### config.mk
export PLATFORM = sky130hd
export DESIGN_NAME = psx_mem_arbiter
export DESIGN_NICKNAME = d
export VERILOG_FILES = /design/src/rtl/psx_mem_arbiter.sv
export SDC_FILE = /design/constraint.sdc
export NUM_CORES = 1
export LEC_CHECK = 0
export ABC_AREA = 1
export CAP_MARGIN = 20
export CORE_AREA = 3 3 665 667
export DETAILED_ROUTE_END_ITERATION = 10
export DIE_AREA = 0 0 668 670
export GPL_TIMING_DRIVEN = 0
export PLACE_DENSITY = 0.3
export SYNTH_ARGS = -nofsm -noshare
export SYNTH_HDL_FRONTEND = slang
export SYNTH_SLANG_ARGS = --single-unit
### constraint.sdc
create_clock -name i_clk -period 28 [get_ports i_clk]
set_input_delay 2.8 -clock i_clk [delete_from_list [all_inputs] [get_ports i_clk]]
set_output_delay 2.8 -clock i_clk [all_outputs]
set_load 0.02 [all_outputs]
### src/rtl/psx_mem_arbiter.sv
// Three-way arbiter (GPU, MDEC, CPU) in front of a single memory bridge.
// Define PSX_ARB_ROUND_ROBIN_EN for round-robin grants; default is fixed priority 0 > 1 > 2.
module psx_mem_arbiter #(
  parameter int GAP_CYCLES = 1
) (
  input  logic         i_clk,
  input  logic         i_rst,
  input  logic [2:0]   i_reqCmd,
  input  logic [2:0]   i_reqWrite,
  input  logic [5:0]   i_reqSize,
  input  logic [44:0]  i_reqAddr,
  input  logic [8:0]   i_reqSub,
  input  logic [47:0]  i_reqMask,
  input  logic [767:0] i_reqData,
  output logic [2:0]   o_ack,
  output logic [2:0]   o_done,
  output logic [2:0]   o_rdValid,
  output logic [255:0] o_rdData,
  output logic         o_command,
  output logic         o_writeElseRead,
  output logic [1:0]   o_commandSize,
  output logic [14:0]  o_targetAddr,
  output logic [2:0]   o_subAddr,
  output logic [15:0]  o_writeMask,
  output logic [255:0] o_dataClient,
  input  logic         i_busyClient,
  input  logic         i_dataValidClient,
  input  logic [255:0] i_dataClient
);

  localparam logic [2:0] ST_IDLE = 3'd0;
  localparam logic [2:0] ST_CMD  = 3'd1;
  localparam logic [2:0] ST_ARM  = 3'd2;
  localparam logic [2:0] ST_BUSY = 3'd3;
  localparam logic [2:0] ST_GAP  = 3'd4;

  localparam logic [2:0] GAP_LAST = 3'(GAP_CYCLES - 1);

  logic [2:0]   state;
  logic [2:0]   gap_cnt;
  logic [1:0]   owner;
  logic [1:0]   winner;
  logic [2:0]   ack_q;
  logic [2:0]   done_q;
  logic         hold_write;
  logic [1:0]   hold_size;
  logic [14:0]  hold_addr;
  logic [2:0]   hold_sub;
  logic [15:0]  hold_mask;
  logic [255:0] hold_data;
  logic         sel_write;
  logic [1:0]   sel_size;
  logic [14:0]  sel_addr;
  logic [2:0]   sel_sub;
  logic [15:0]  sel_mask;
  logic [255:0] sel_data;

`ifdef PSX_ARB_ROUND_ROBIN_EN
  logic [1:0] last_grant;

  // Search starts just after the last grant and wraps around.
  always_comb begin
    winner = 2'd0;
    case (last_grant)
      2'd0:    winner = i_reqCmd[1] ? 2'd1 : (i_reqCmd[2] ? 2'd2 : 2'd0);
      2'd1:    winner = i_reqCmd[2] ? 2'd2 : (i_reqCmd[0] ? 2'd0 : 2'd1);
      default: winner = i_reqCmd[0] ? 2'd0 : (i_reqCmd[1] ? 2'd1 : 2'd2);
    endcase
  end
`else
  always_comb begin
    winner = i_reqCmd[0] ? 2'd0 : (i_reqCmd[1] ? 2'd1 : 2'd2);
  end
`endif

  always_comb begin
    sel_write = i_reqWrite[0];
    sel_size  = i_reqSize[1:0];
    sel_addr  = i_reqAddr[14:0];
    sel_sub   = i_reqSub[2:0];
    sel_mask  = i_reqMask[15:0];
    sel_data  = i_reqData[255:0];
    case (winner)
      2'd1: begin
        sel_write = i_reqWrite[1];
        sel_size  = i_reqSize[3:2];
        sel_addr  = i_reqAddr[29:15];
        sel_sub   = i_reqSub[5:3];
        sel_mask  = i_reqMask[31:16];
        sel_data  = i_reqData[511:256];
      end
      2'd2: begin
        sel_write = i_reqWrite[2];
        sel_size  = i_reqSize[5:4];
        sel_addr  = i_reqAddr[44:30];
        sel_sub   = i_reqSub[8:6];
        sel_mask  = i_reqMask[47:32];
        sel_data  = i_reqData[767:512];
      end
      default: ;
    endcase
  end

  // ARM exists because the bridge raises busy only one cycle after the command.
  always_ff @(posedge i_clk or posedge i_rst) begin
    if (i_rst) begin
      state      <= ST_IDLE;
      gap_cnt    <= 3'd0;
      owner      <= 2'd0;
      ack_q      <= 3'd0;
      done_q     <= 3'd0;
      hold_write <= 1'b0;
      hold_size  <= 2'd0;
      hold_addr  <= 15'd0;
      hold_sub   <= 3'd0;
      hold_mask  <= 16'd0;
      hold_data  <= 256'd0;
`ifdef PSX_ARB_ROUND_ROBIN_EN
      last_grant <= 2'd2;
`endif
    end else begin
      ack_q  <= 3'd0;
      done_q <= 3'd0;
      case (state)
        ST_IDLE: begin
          if (|i_reqCmd) begin
            owner      <= winner;
            hold_write <= sel_write;
            hold_size  <= sel_size;
            hold_addr  <= sel_addr;
            hold_sub   <= sel_sub;
            hold_mask  <= sel_mask;
            hold_data  <= sel_data;
            ack_q      <= 3'b001 << winner;
            state      <= ST_CMD;
`ifdef PSX_ARB_ROUND_ROBIN_EN
            last_grant <= winner;
`endif
          end
        end
        ST_CMD: state <= ST_ARM;
        ST_ARM: state <= ST_BUSY;
        ST_BUSY: begin
          if (!i_busyClient) begin
            done_q <= 3'b001 << owner;
            if (GAP_CYCLES == 0) begin
              state <= ST_IDLE;
            end else begin
              state   <= ST_GAP;
              gap_cnt <= 3'd0;
            end
          end
        end
        ST_GAP: begin
          if (gap_cnt == GAP_LAST) begin
            state   <= ST_IDLE;
            gap_cnt <= 3'd0;
          end else begin
            gap_cnt <= gap_cnt + 3'd1;
          end
        end
        default: state <= ST_IDLE;
      endcase
    end
  end

  // Holding registers feed the bridge continuously; the bridge reads size for the whole burst.
  assign o_command       = (state == ST_CMD);
  assign o_ack           = ack_q;
  assign o_done          = done_q;
  assign o_writeElseRead = hold_write;
  assign o_commandSize   = hold_size;
  assign o_targetAddr    = hold_addr;
  assign o_subAddr       = hold_sub;
  assign o_writeMask     = hold_mask;
  assign o_dataClient    = hold_data;
  assign o_rdData        = i_dataClient;
  assign o_rdValid       = (state == ST_BUSY && !hold_write && i_dataValidClient) ?
                           (3'b001 << owner) : 3'b000;

endmodule

==> summary.md <==
| Metric | Value |
|---|---|
| Number of filler cells placed in the layout | `slightly above 50000` |
| Netlist Area Pre-Place | `between 15000 and 20000 sq um` |
| Number of buffers added on ports | `approximately 1400` |
| Critical path arrival | `roughly 5.0 ns` |
| Largest net degree at the start of global routing | `88` |
| Achievable clock frequency | `around 130 MHz` |
| Instance count after placement with tap cells included | `between 10000 and 15000` |
| Final design area excluding fillers | `approximately 43000 sq um` |
| Starting Density | `0.04291` |
| Warnings from Yosys | `0` |
| Dominant cell type by area after synthesis | `dfrtp_1` |
| Number of hold violations in the final report | `0` |
| H-tree levels | `2` |
| Post-CTS setup buffer count | `0` |
| Gate count after technology mapping | `between 2000 and 3000` |
| Peak ir drop on the vdd network | `0.04156 mV` |
| Required time of the critical path | `25.20 ns` |
| Footprint of the flip-flops and latches | `between 7000 and 8000 sq um` |
| Post-placement cell area | `just over 40000 sq um` |
| Unrepaired setup endpoints after global routing | `no` |
| Flops & latches, synth | `approximately 310` |
| Final setup TNS | `0 ns` |
| Clock slew at reported path FFs | `roughly 0.060 ns` |
| Global route total overflow | `0` |
| Ratio of final minimum period to clock period | `0.2774` |
| Slowest-stage cell, CP | `clkdlybuf4s50_1` |
| Clock tree from TritonCTS | `yes` |
| Gpl congestion | `0.9456` |
| Ranking of synthesized cells by instance count | `nand2_1 (1771), dfrtp_1 (307), nand3_1 (294)` |
| Horizontal die dimension | `668 microns` |
| CTS Sinks | `approximately 310` |
| Die Ht | `670 microns` |
| Leakage Power | `about 17 nW` |
| Area growth syn-to-layout | `127.4%` |
| Result of the run | `completed` |
| DRC violation count after routing | `0` |
| Pwr/cell area | `slightly above 80 nW/um^2` |
| Post-detailed-route via-to-cell ratio | `approximately 2.6` |
| Final HPWL from detailed placement | `between 200 and 300 mm` |
| Drt initial violations | `1728` |
| Delay of the slowest critical-path stage | `a little under 0.8 ns` |
| Share of the core filled with cells | `0.09759` |
| Share of flip-flops with an asynchronous set or reset | `1.000` |
| Net count of the mapped netlist | `3981` |
| Number of global-route vias before repair | `between 20000 and 30000` |
| Worst-skew pair later-pin latency | `between 0.6 and 0.7 ns` |
| Count of pins over their slew limit | `0` |
| Slew Limit Headroom | `0.2610` |
| Type of the tightest min-delay check | `reg -> reg` |
| Hold Worst Slack | `~0.48 ns` |
| Placeable core region | `about 440000 sq um` |
| Overall via count from detail_route | `26279` |
| Portion of the post-synthesis area used by sequential elements | `0.4095` |
| Overall routed net length | `between 300 and 400 mm` |
| Final cell count without fillers | `a little over 10000` |
| Site row count | `243` |
| Post-cts repair resize count | `0` |
| Top cells by area in the synthesized netlist | `dfrtp_1 (41%), nand2_1 (35%), buf_4 (11%)` |
| Antenna violation net count after detailed routing | `0` |
| Router iterations before antenna repair | `7` |
| Total clock buffers created by CTS | `50` |
| CTS Hold Bufs | `0` |
| Synth unique cells | `22` |
| Fraction of final layout cells sized beyond drive strength 1 | `0.1115` |
| Time the worst path needs with I/O delays and setup | `about 7.8 ns` |
| Number of buffers between clock root and the deepest sink | `3` |
| Multi-input gate area in the final layout | `~8300 sq um` |
| Ordered list of cells on the worst path | `clkdlybuf4s50_1 -> nand3b_1 -> nor3_1 -> clkdlybuf4s50_1` |
| First-pass GRT wire length | `around 380 mm` |
| Leading cell type by number of instances after synthesis | `nand2_1` |
| Critical Path Start Type | `input pin` |
| Area share of the leading cell type in the synthesized netlist | `0.4095` |
| Most frequently used flop master after synthesis | `dfrtp_1` |
| Worst setup path category | `in -> out` |
| Pin slew with the least headroom to its limit | `about 1.1 ns` |
| Final setup vio count | `0` |
| Mean post-synth cell area | `between 6 and 7 sq um` |
| IO Count | `around 1700` |
| Worst Path Max Fanout | `3` |
| Final Net Count | `~5500` |
| Number of enable flip-flop cells after synthesis | `0` |
| Count of max-cap constraint violations | `0` |
| Clock root buffer master | `clkbuf_16` |
| Worst Clk Skew | `0.01451 ns` |
| Crit-path most repeated cell | `clkdlybuf4s50_1` |
| Number of antenna violations at the first check in global routing | `190` |
| CP Capture Type | `output pin` |
| Aggregate global-route resource usage | `0.1360` |
| Floorplan die area | `between 400000 and 500000 sq um` |
| Routed wire per std cell | `between 30 and 40 microns` |
-- report_power, final --
| group | switching [mW] | internal (mW) | leakage [nW] |
|---|---|---|---|
| Clock | 0.281 | 0.438 | 0.875 |
| Combinational | 1.31 | 0.680 | 12.7 |
| Sequential | 0.135 | 0.649 | 3.86 |
| Total | 1.72 | 1.77 | 17.5 |
-- worst paths after layout --
| kind | cells past startpoint | slack, ns | start | end |
|---|---|---|---|---|
| max | 4 | 20.23 | i_dataValidClient | o_rdValid[0] |
| min | 2 | 0.48 | o_dataClient[119] | o_dataClient[119] |
| max reg2reg | 7 | 25.12 | state[2] | o_dataClient[169] |
| min reg2reg | 2 | 0.48 | o_dataClient[119] | o_dataClient[119] |
| max in group asynchronous | 4 | 23.83 | i_rst | o_dataClient[225] |
| min in group asynchronous | 2 | 2.53 | i_rst | o_dataClient[101] |
-- cell families (layout without fill, tap and decap cells) --
kind of cell               Yosys count  after routing  share of synthesized area
other                                0             39                          0
and+or+nand+nor                   2086           2086                     0.4397
buffers and inverters              435           1983                     0.1471
DFF                                307            307                     0.4095
AOI/OAI and AO/OA                    7              7                   0.002334
adders and majority gates            2              2                   0.001334
-- routing by layer --
metal	vias up	GRT usage	wire, microns
met2	1489	0.2410	155200
li1	11584	-	-
met4	50	0.02844	8845
met1	12741	0.1432	114200
met5	-	0	345
met3	415	0.06869	37640
-- flip-flops by register name, indices dropped and copies added, names as in the netlist --
signal,cells
o_done,3
o_targetAddr,15
owner,2
o_writeElseRead,1
gap_cnt,3
o_writeMask,16
o_ack,3
o_dataClient,256
o_subAddr,3
state,3
o_commandSize,2
-- cell usage in the layout (no fill, tap or decap), drive strengths merged --
cell           instances
clkinv                12
buf                  393
o21ai                  4
nand3                294
or2                    1
nand2               1773
inv                   19
nand3b                 1
clkbuf               101
ha                     2
nor2                   8
nand4                  1
o21bai                 2
a31o                   1
diode                 39
clkinvlp               5
dfrtp                307
bufinv                10
clkdlybuf4s50       1443
nor3                   8
-- critical path: cells and delay by family --
| kind | cells | cell delay [ns] |
|---|---|---|
| buffers and inverters | 2 | 1.23 |
| and+or+nand+nor | 2 | 0.91 |
-- final cells by class --
type	instances	share of cell area
repair buffers	1457	0.3464
multi-input cells	2095	0.1949
flip-flops and latches	307	0.1801
well taps	5757	0.1688
plain buffers	417	0.06322
clock buffers	63	0.03211
clock inverters	28	0.01038
diodes	39	0.002287
inverters	18	0.001759
-- stage by stage --
| stage | power, mW | setup WS, ns |
|---|---|---|
| final | 3.490 | 20.23 |
| after global routing | 3.728 | 20.12 |
| after CTS | 3.635 | 20.19 |
| after detailed placement | 2.860 | 20.19 |
| after global placement | 2.844 | 9.771 |
| after floorplan | 1.455 | 16.71 |
Note: power is estimated with default switching activity, not from simulation.
